File: config.mk
export PLATFORM = sky130hd
export DESIGN_NAME = alu_op_decoder
export DESIGN_NICKNAME = d
export VERILOG_FILES = /design/src/rtl/alu_pkg.sv /design/src/rtl/alu_func_decode.sv /design/src/rtl/alu_op_decoder.sv
export SDC_FILE = /design/constraint.sdc
export NUM_CORES = 1
export LEC_CHECK = 0
export ABC_CLOCK_PERIOD_IN_PS = 3200
export CAP_MARGIN = 20
export CORE_AREA = 2 2 39 41
export CTS_CLUSTER_DIAMETER = 80
export DETAILED_ROUTE_END_ITERATION = 8
export DIE_AREA = 0 0 41 43
export GPL_ROUTABILITY_DRIVEN = 0
export PLACE_DENSITY = 0.41
export SETUP_SLACK_MARGIN = 0.02
export SYNTH_ARGS = -nofsm -noshare
export SYNTH_HDL_FRONTEND = slang
export SYNTH_SLANG_ARGS = --single-unit
File: constraint.sdc
create_clock -name clk -period 3.2 [get_ports clk]
set_input_delay 0.96 -clock clk [delete_from_list [all_inputs] [get_ports clk]]
set_output_delay 0.96 -clock clk [all_outputs]
set_load 0.02 [all_outputs]
File: src/rtl/alu_pkg.sv
// Shared ALU encodings: operation selects, control classes and instruction opcodes.
// Imported by the ALU decoder and the ALU datapath.
package alu_pkg;

  typedef enum logic [2:0] {
    ALU_ADD = 3'b000,
    ALU_SUB = 3'b001,
    ALU_AND = 3'b010,
    ALU_OR  = 3'b011,
    ALU_XOR = 3'b100,
    ALU_SLL = 3'b101,
    ALU_SRL = 3'b110,
    ALU_SLT = 3'b111
  } alu_op_e;

  typedef enum logic [1:0] {
    CLS_ADD  = 2'b00,
    CLS_SUB  = 2'b01,
    CLS_FUNC = 2'b10,
    CLS_OR   = 2'b11
  } alu_cls_e;

  // Upper half re-encodes a subset of the lower ops; 1110/1111 are spare and decode to ADD.
  typedef enum logic [3:0] {
    OP_ADD     = 4'b0000,
    OP_SUB     = 4'b0001,
    OP_AND     = 4'b0010,
    OP_OR      = 4'b0011,
    OP_XOR     = 4'b0100,
    OP_SLL     = 4'b0101,
    OP_SRL     = 4'b0110,
    OP_SLT     = 4'b0111,
    OP_ALT_ADD = 4'b1000,
    OP_ALT_AND = 4'b1001,
    OP_ALT_OR  = 4'b1010,
    OP_ALT_SLL = 4'b1011,
    OP_ALT_SRL = 4'b1100,
    OP_ALT_SLT = 4'b1101,
    OP_RSV_E   = 4'b1110,
    OP_RSV_F   = 4'b1111
  } opcode_e;

endpackage

File: src/rtl/alu_func_decode.sv
// Combinational Opcode -> ALU operation table, used when main control selects
// the function class.
module alu_func_decode
  import alu_pkg::*;
(
  input  logic [3:0] opcode,
  output alu_op_e    op
);

  always_comb begin
    op = ALU_ADD;
    case (opcode)
      OP_ADD:     op = ALU_ADD;
      OP_SUB:     op = ALU_SUB;
      OP_AND:     op = ALU_AND;
      OP_OR:      op = ALU_OR;
      OP_XOR:     op = ALU_XOR;
      OP_SLL:     op = ALU_SLL;
      OP_SRL:     op = ALU_SRL;
      OP_SLT:     op = ALU_SLT;
      OP_ALT_ADD: op = ALU_ADD;
      OP_ALT_AND: op = ALU_AND;
      OP_ALT_OR:  op = ALU_OR;
      OP_ALT_SLL: op = ALU_SLL;
      OP_ALT_SRL: op = ALU_SRL;
      OP_ALT_SLT: op = ALU_SLT;
      OP_RSV_E:   op = ALU_ADD;
      OP_RSV_F:   op = ALU_ADD;
      // Unknown input bits fall through to ADD rather than holding a stale value.
      default:    op = ALU_ADD;
    endcase
  end

endmodule

File: src/rtl/alu_op_decoder.sv
// ALU control decoder: muxes the main-control ALU class with the opcode table
// and registers the resulting operation select (one cycle of latency).
module alu_op_decoder
  import alu_pkg::*;
(
  input  logic       clk,
  input  logic       reset,
  input  logic [1:0] ALUControl,
  input  logic [3:0] Opcode,
  output logic [2:0] ALUOpCode
);

  alu_op_e func_op;
  alu_op_e next_op;
  alu_op_e op_q;

  alu_func_decode u_func_decode (
    .opcode (Opcode),
    .op     (func_op)
  );

  always_comb begin
    next_op = ALU_ADD;
    case (ALUControl)
      CLS_ADD:  next_op = ALU_ADD;
      CLS_SUB:  next_op = ALU_SUB;
      CLS_FUNC: next_op = func_op;
      CLS_OR:   next_op = ALU_OR;
      default:  next_op = ALU_ADD;
    endcase
  end

  always_ff @(posedge clk) begin
    if (reset) op_q <= ALU_ADD;
    else       op_q <= next_op;
  end

  assign ALUOpCode = op_q;

endmodule

# Word-level counts from Yosys, hierarchy flattened
# Memory sizes are Yosys's and may differ from the RTL's.
# Index checks and enable logic that the tools add are counted.
[op_classes]
n_reduce_logical = 1
n_mux = 1
n_eq_ne = 3
[ops]
columns = ["operator", "count"]
rows = [
  ["3-bit case mux with 4 select lines", 1],
  ["2-bit equality test (second input constant)", 2],
  ["2-bit by 1-bit equality test with 1-bit output (second input constant)", 1],
  ["2-bit logical NOT", 1],
]
[word_totals]
regBits = 3
wordCells = 7
output_inout_bits = 3
memories = 1
rom_bits = 48
[memory_table]
columns = ["memory", "depth", "word_bits", "rd", "rd_ports_with_merged_regs", "write_ports", "line", "rtl"]
rows = [
  ["(no name shown)", 16, 3, 1, 0, 0, "alu_func_decode.sv:12", "case (opcode)"],
]

# Depth between registers and ports, before layout
[logic_depth]
word_depth = 2
depth_mapped = 4
mapped_depth_nobuf = 4

# By module
# From an unflattened synthesis, not the netlist that was laid out.
[hier_totals]
hier_cells = 18
hier_area_um2 = 172.7
[by_module_without_submodules]
columns = ["mod", "n_inst", "seq_area_each_um2", "area_each_um2", "cells_per_inst"]
rows = [
  ["alu_op_decoder", 1, 60.1, 92.6, 8],
  ["alu_func_decode", 1, 0.0, 80.1, 10],
]

# Worst setup path before layout
# Ideal clock, no wire load.
[synth_timing]
path_type = "input-to-reg"
from = "in Opcode[1]"
to = "reg op_q[1], in the netlist ALUOpCode[1]"
arrival_time_ns = 1.727
cell_stages = 4
t_required_ns = 3.109
slack_ns = 1.382
setup_time_ns = 0.091
path_buffers = 0
cell_sequence = "inv_1 -> ha_1 -> mux2_1 -> a311oi_1"
[synth_via]
elab_chain_cells = 2
[synth_rtl]
columns = ["element", "line", "rtl"]
rows = [
  ["start: declaration", "alu_op_decoder.sv:9", "input logic [3:0] Opcode,"],
  ["memory 16 x 3 bit", "n/a", ""],
  ["3-bit case mux with 4 select lines", "alu_op_decoder.sv:24", "case (ALUControl)"],
  ["end signal: assignment", "alu_op_decoder.sv:35", "else op_q <= next_op;"],
  ["end: declaration", "alu_op_decoder.sv:15", "alu_op_e op_q;"],
]
# Every way passes these cells.
# A chain may end at the register's enable or synchronous reset.

# Final worst setup path
# Same ends and word-level chain as after synthesis.

==> results.json <==
{
  "syn_area_um2": 180,
  "antenna_left": 0,
  "worstHoldPathType": "in2reg",
  "grt_use_met2_pct": 8.44,
  "grt.overflow.total": 0,
  "grt_pass1_vias": 168,
  "grt_pass1_wl_um": 648,
  "synthTopCellsByArea": "dfxtp_1, ha_1, mux2_1, nand4bb_1, mux2i_1",
  "final-max-slew-violation-count": 0,
  "final.setup.tns_ns": 0,
  "htreeDepth": 1,
  "final-hold-violation-count": 0,
  "coreArea_mm2": 0.00138,
  "synth_top_area_share_pct": 33.3,
  "numClockSinks": 3,
  "antenna_found_initial": 0,
  "ys_warn_count": 0,
  "drt_wl_total_um": 428,
  "peakVddDrop_mv": 0.0919,
  "syn-num-nets": 28,
  "p_per_area_mw_per_mm2": 401,
  "grt_util_met3_pct": 3.14,
  "nNetsFinal": 43,
  "layout-area-overhead-vs-synth_pct": 81.2,
  "cts_setup_buffers": 0,
  "grt_setup_unrepaired": "false",
  "clkSlewWorstSetupHoldPaths_ns": 0.03,
  "clockBufferDepth": 2,
  "synth.distinct_cells": 14,
  "seq_area_frac_synth_pct": 33.3,
  "diodes": 0,
  "cp.arrival_ns": 2.44,
  "layout_common_cells": "clkdlybuf4s50_1, dfxtp_1, clkbuf_4",
  "vias_per_cell": 3.79,
  "gr-usage-met1_pct": 6.67,
  "status": "finished, final reports clean",
  "wl_per_cell_um": 8.92,
  "io_buffers": 10,
  "setup_viol": 0,
  "critPathRequiredTime_ns": 3.32,
  "min_to": "ALUOpCode[2]",
  "hold-path-cell-count": 2,
  "post_dp_cell_area_um2": 300,
  "tritoncts": "done",
  "track_usage_pct": 5.40,
  "layout-drive-gt1-share_pct": 12.5,
  "p_leak_nw": 0.132,
  "maxCapViolations": 0,
  "tightest_slew_ns": 0.256,
  "max_slew_margin_pct": 82.8,
  "ys_seq_elements": 3,
  "fp-row-count": 14,
  "die_h_um": 43,
  "start_util_pct": 13.0,
  "cts_resized": 0,
  "drt-initial-drc-count": 0,
  "grt_busiest_layer": "met2",
  "hpwl_um": 367,
  "hold_start": "ALUControl[0]",
  "final.period_utilization_pct": 72.5,
  "numCtsBuffers": 3,
  "drcViolationCount": 0,
  "dr.pass1.iters": 1,
  "final_cell_area_um2": 327,
  "cts_root_buffer": "clkbuf_4",
  "dieArea_mm2": 0.00176,
  "synth_area_per_cell_um2": 10.0,
  "cp_max_fo": 6,
  "grt_max_degree": 7,
  "num_io_pins": 11,
  "dieWidth_um": 41,
  "largest_reg_flops": 3,
  "hold_buffers": 0,
  "fin_crit_ns": 2.32,
  "netlist_instances": 18,
  "worstSetupStartpointType": "input pin",
  "end_kind": "flip-flop",
  "vias": 182,
  "final_common_cell": "clkdlybuf4s50_1",
  "synth.largest_area_cell": "dfxtp_1",
  "critPathKind": "in2reg",
  "fmax_mhz": 431
}
-- routing by layer --
layer / part of all wire [%] / vias to the layer above
met5: 0 / -
met4: 0 / 0
met3: 6.5 / 0
met2: 47 / 6
met1: 46 / 79
li1: - / 97
-- power by group --
| part | internal (W) | switching, W |
|---|---|---|
| sequential | 0.0000399 | 0.000000517 |
| combinational | 0.0000162 | 0.0000116 |
| clock | 0.0000465 | 0.0000162 |
-- per-stage QoR --
step / utilization, % / worst slack, ns / hold WS [ns] / total power (W) / instances
after detailed placement: 21.7 / 0.627 / 1.58 / 0.0000690 / 44
after CTS: 23.6 / 0.856 / 1.34 / 0.000135 / 48
final: 23.6 / 0.881 / 1.35 / 0.000131 / 48
after global placement: 21.7 / 0.729 / 1.58 / 0.0000682 / 44
after global routing: 23.6 / 0.817 / 1.36 / 0.000143 / 48
after floorplan: - / 1.38 / 1.04 / 0.0000511 / 18
-- Yosys cell counts (all sizes together) --
master   count
and3         1
a21oi        1
a311oi       1
nand4bb      1
ha           2
inv          2
nor3         1
nand3b       1
nor4         1
nand2b       1
mux2         1
mux2i        1
dfxtp        3
o221ai       1
-- critical path, stage by stage --
cell             delay, ns
clkdlybuf4s50_1       0.56
inv_1                 0.07
ha_1                  0.26
mux2_1                0.29
a311oi_1              0.30
-- layout make-up --
class / instances / area (µm²)
multi-input cells: 13 / 113
flip-flops and latches: 3 / 60.1
fillers: 151 / 1060
clock buffers: 4 / 26.3
well taps: 16 / 20.0
repair buffers: 10 / 100
inverters: 2 / 7.51
-- worst max-delay path by stage --
stage               startpoint            to
floorplan            Opcode[1]  ALUOpCode[1]
global placement     Opcode[1]  ALUOpCode[1]
detailed placement   Opcode[1]  ALUOpCode[1]
CTS                  Opcode[1]  ALUOpCode[1]
global route         Opcode[1]  ALUOpCode[1]
finish               Opcode[1]  ALUOpCode[1]
-- cell families (layout without fill, tap and decap cells) --
kind of cell,after synthesis,after routing,share of synthesized area (%)
AOI/OAI and AO/OA,3,3,12.5
adders and majority gates,2,2,13.9
buffers and inverters,2,16,4.17
DFF,3,3,33.3
muxes,2,2,11.8
and+or+nand+nor,6,6,24.3
(Power assumes the default switching activity.)
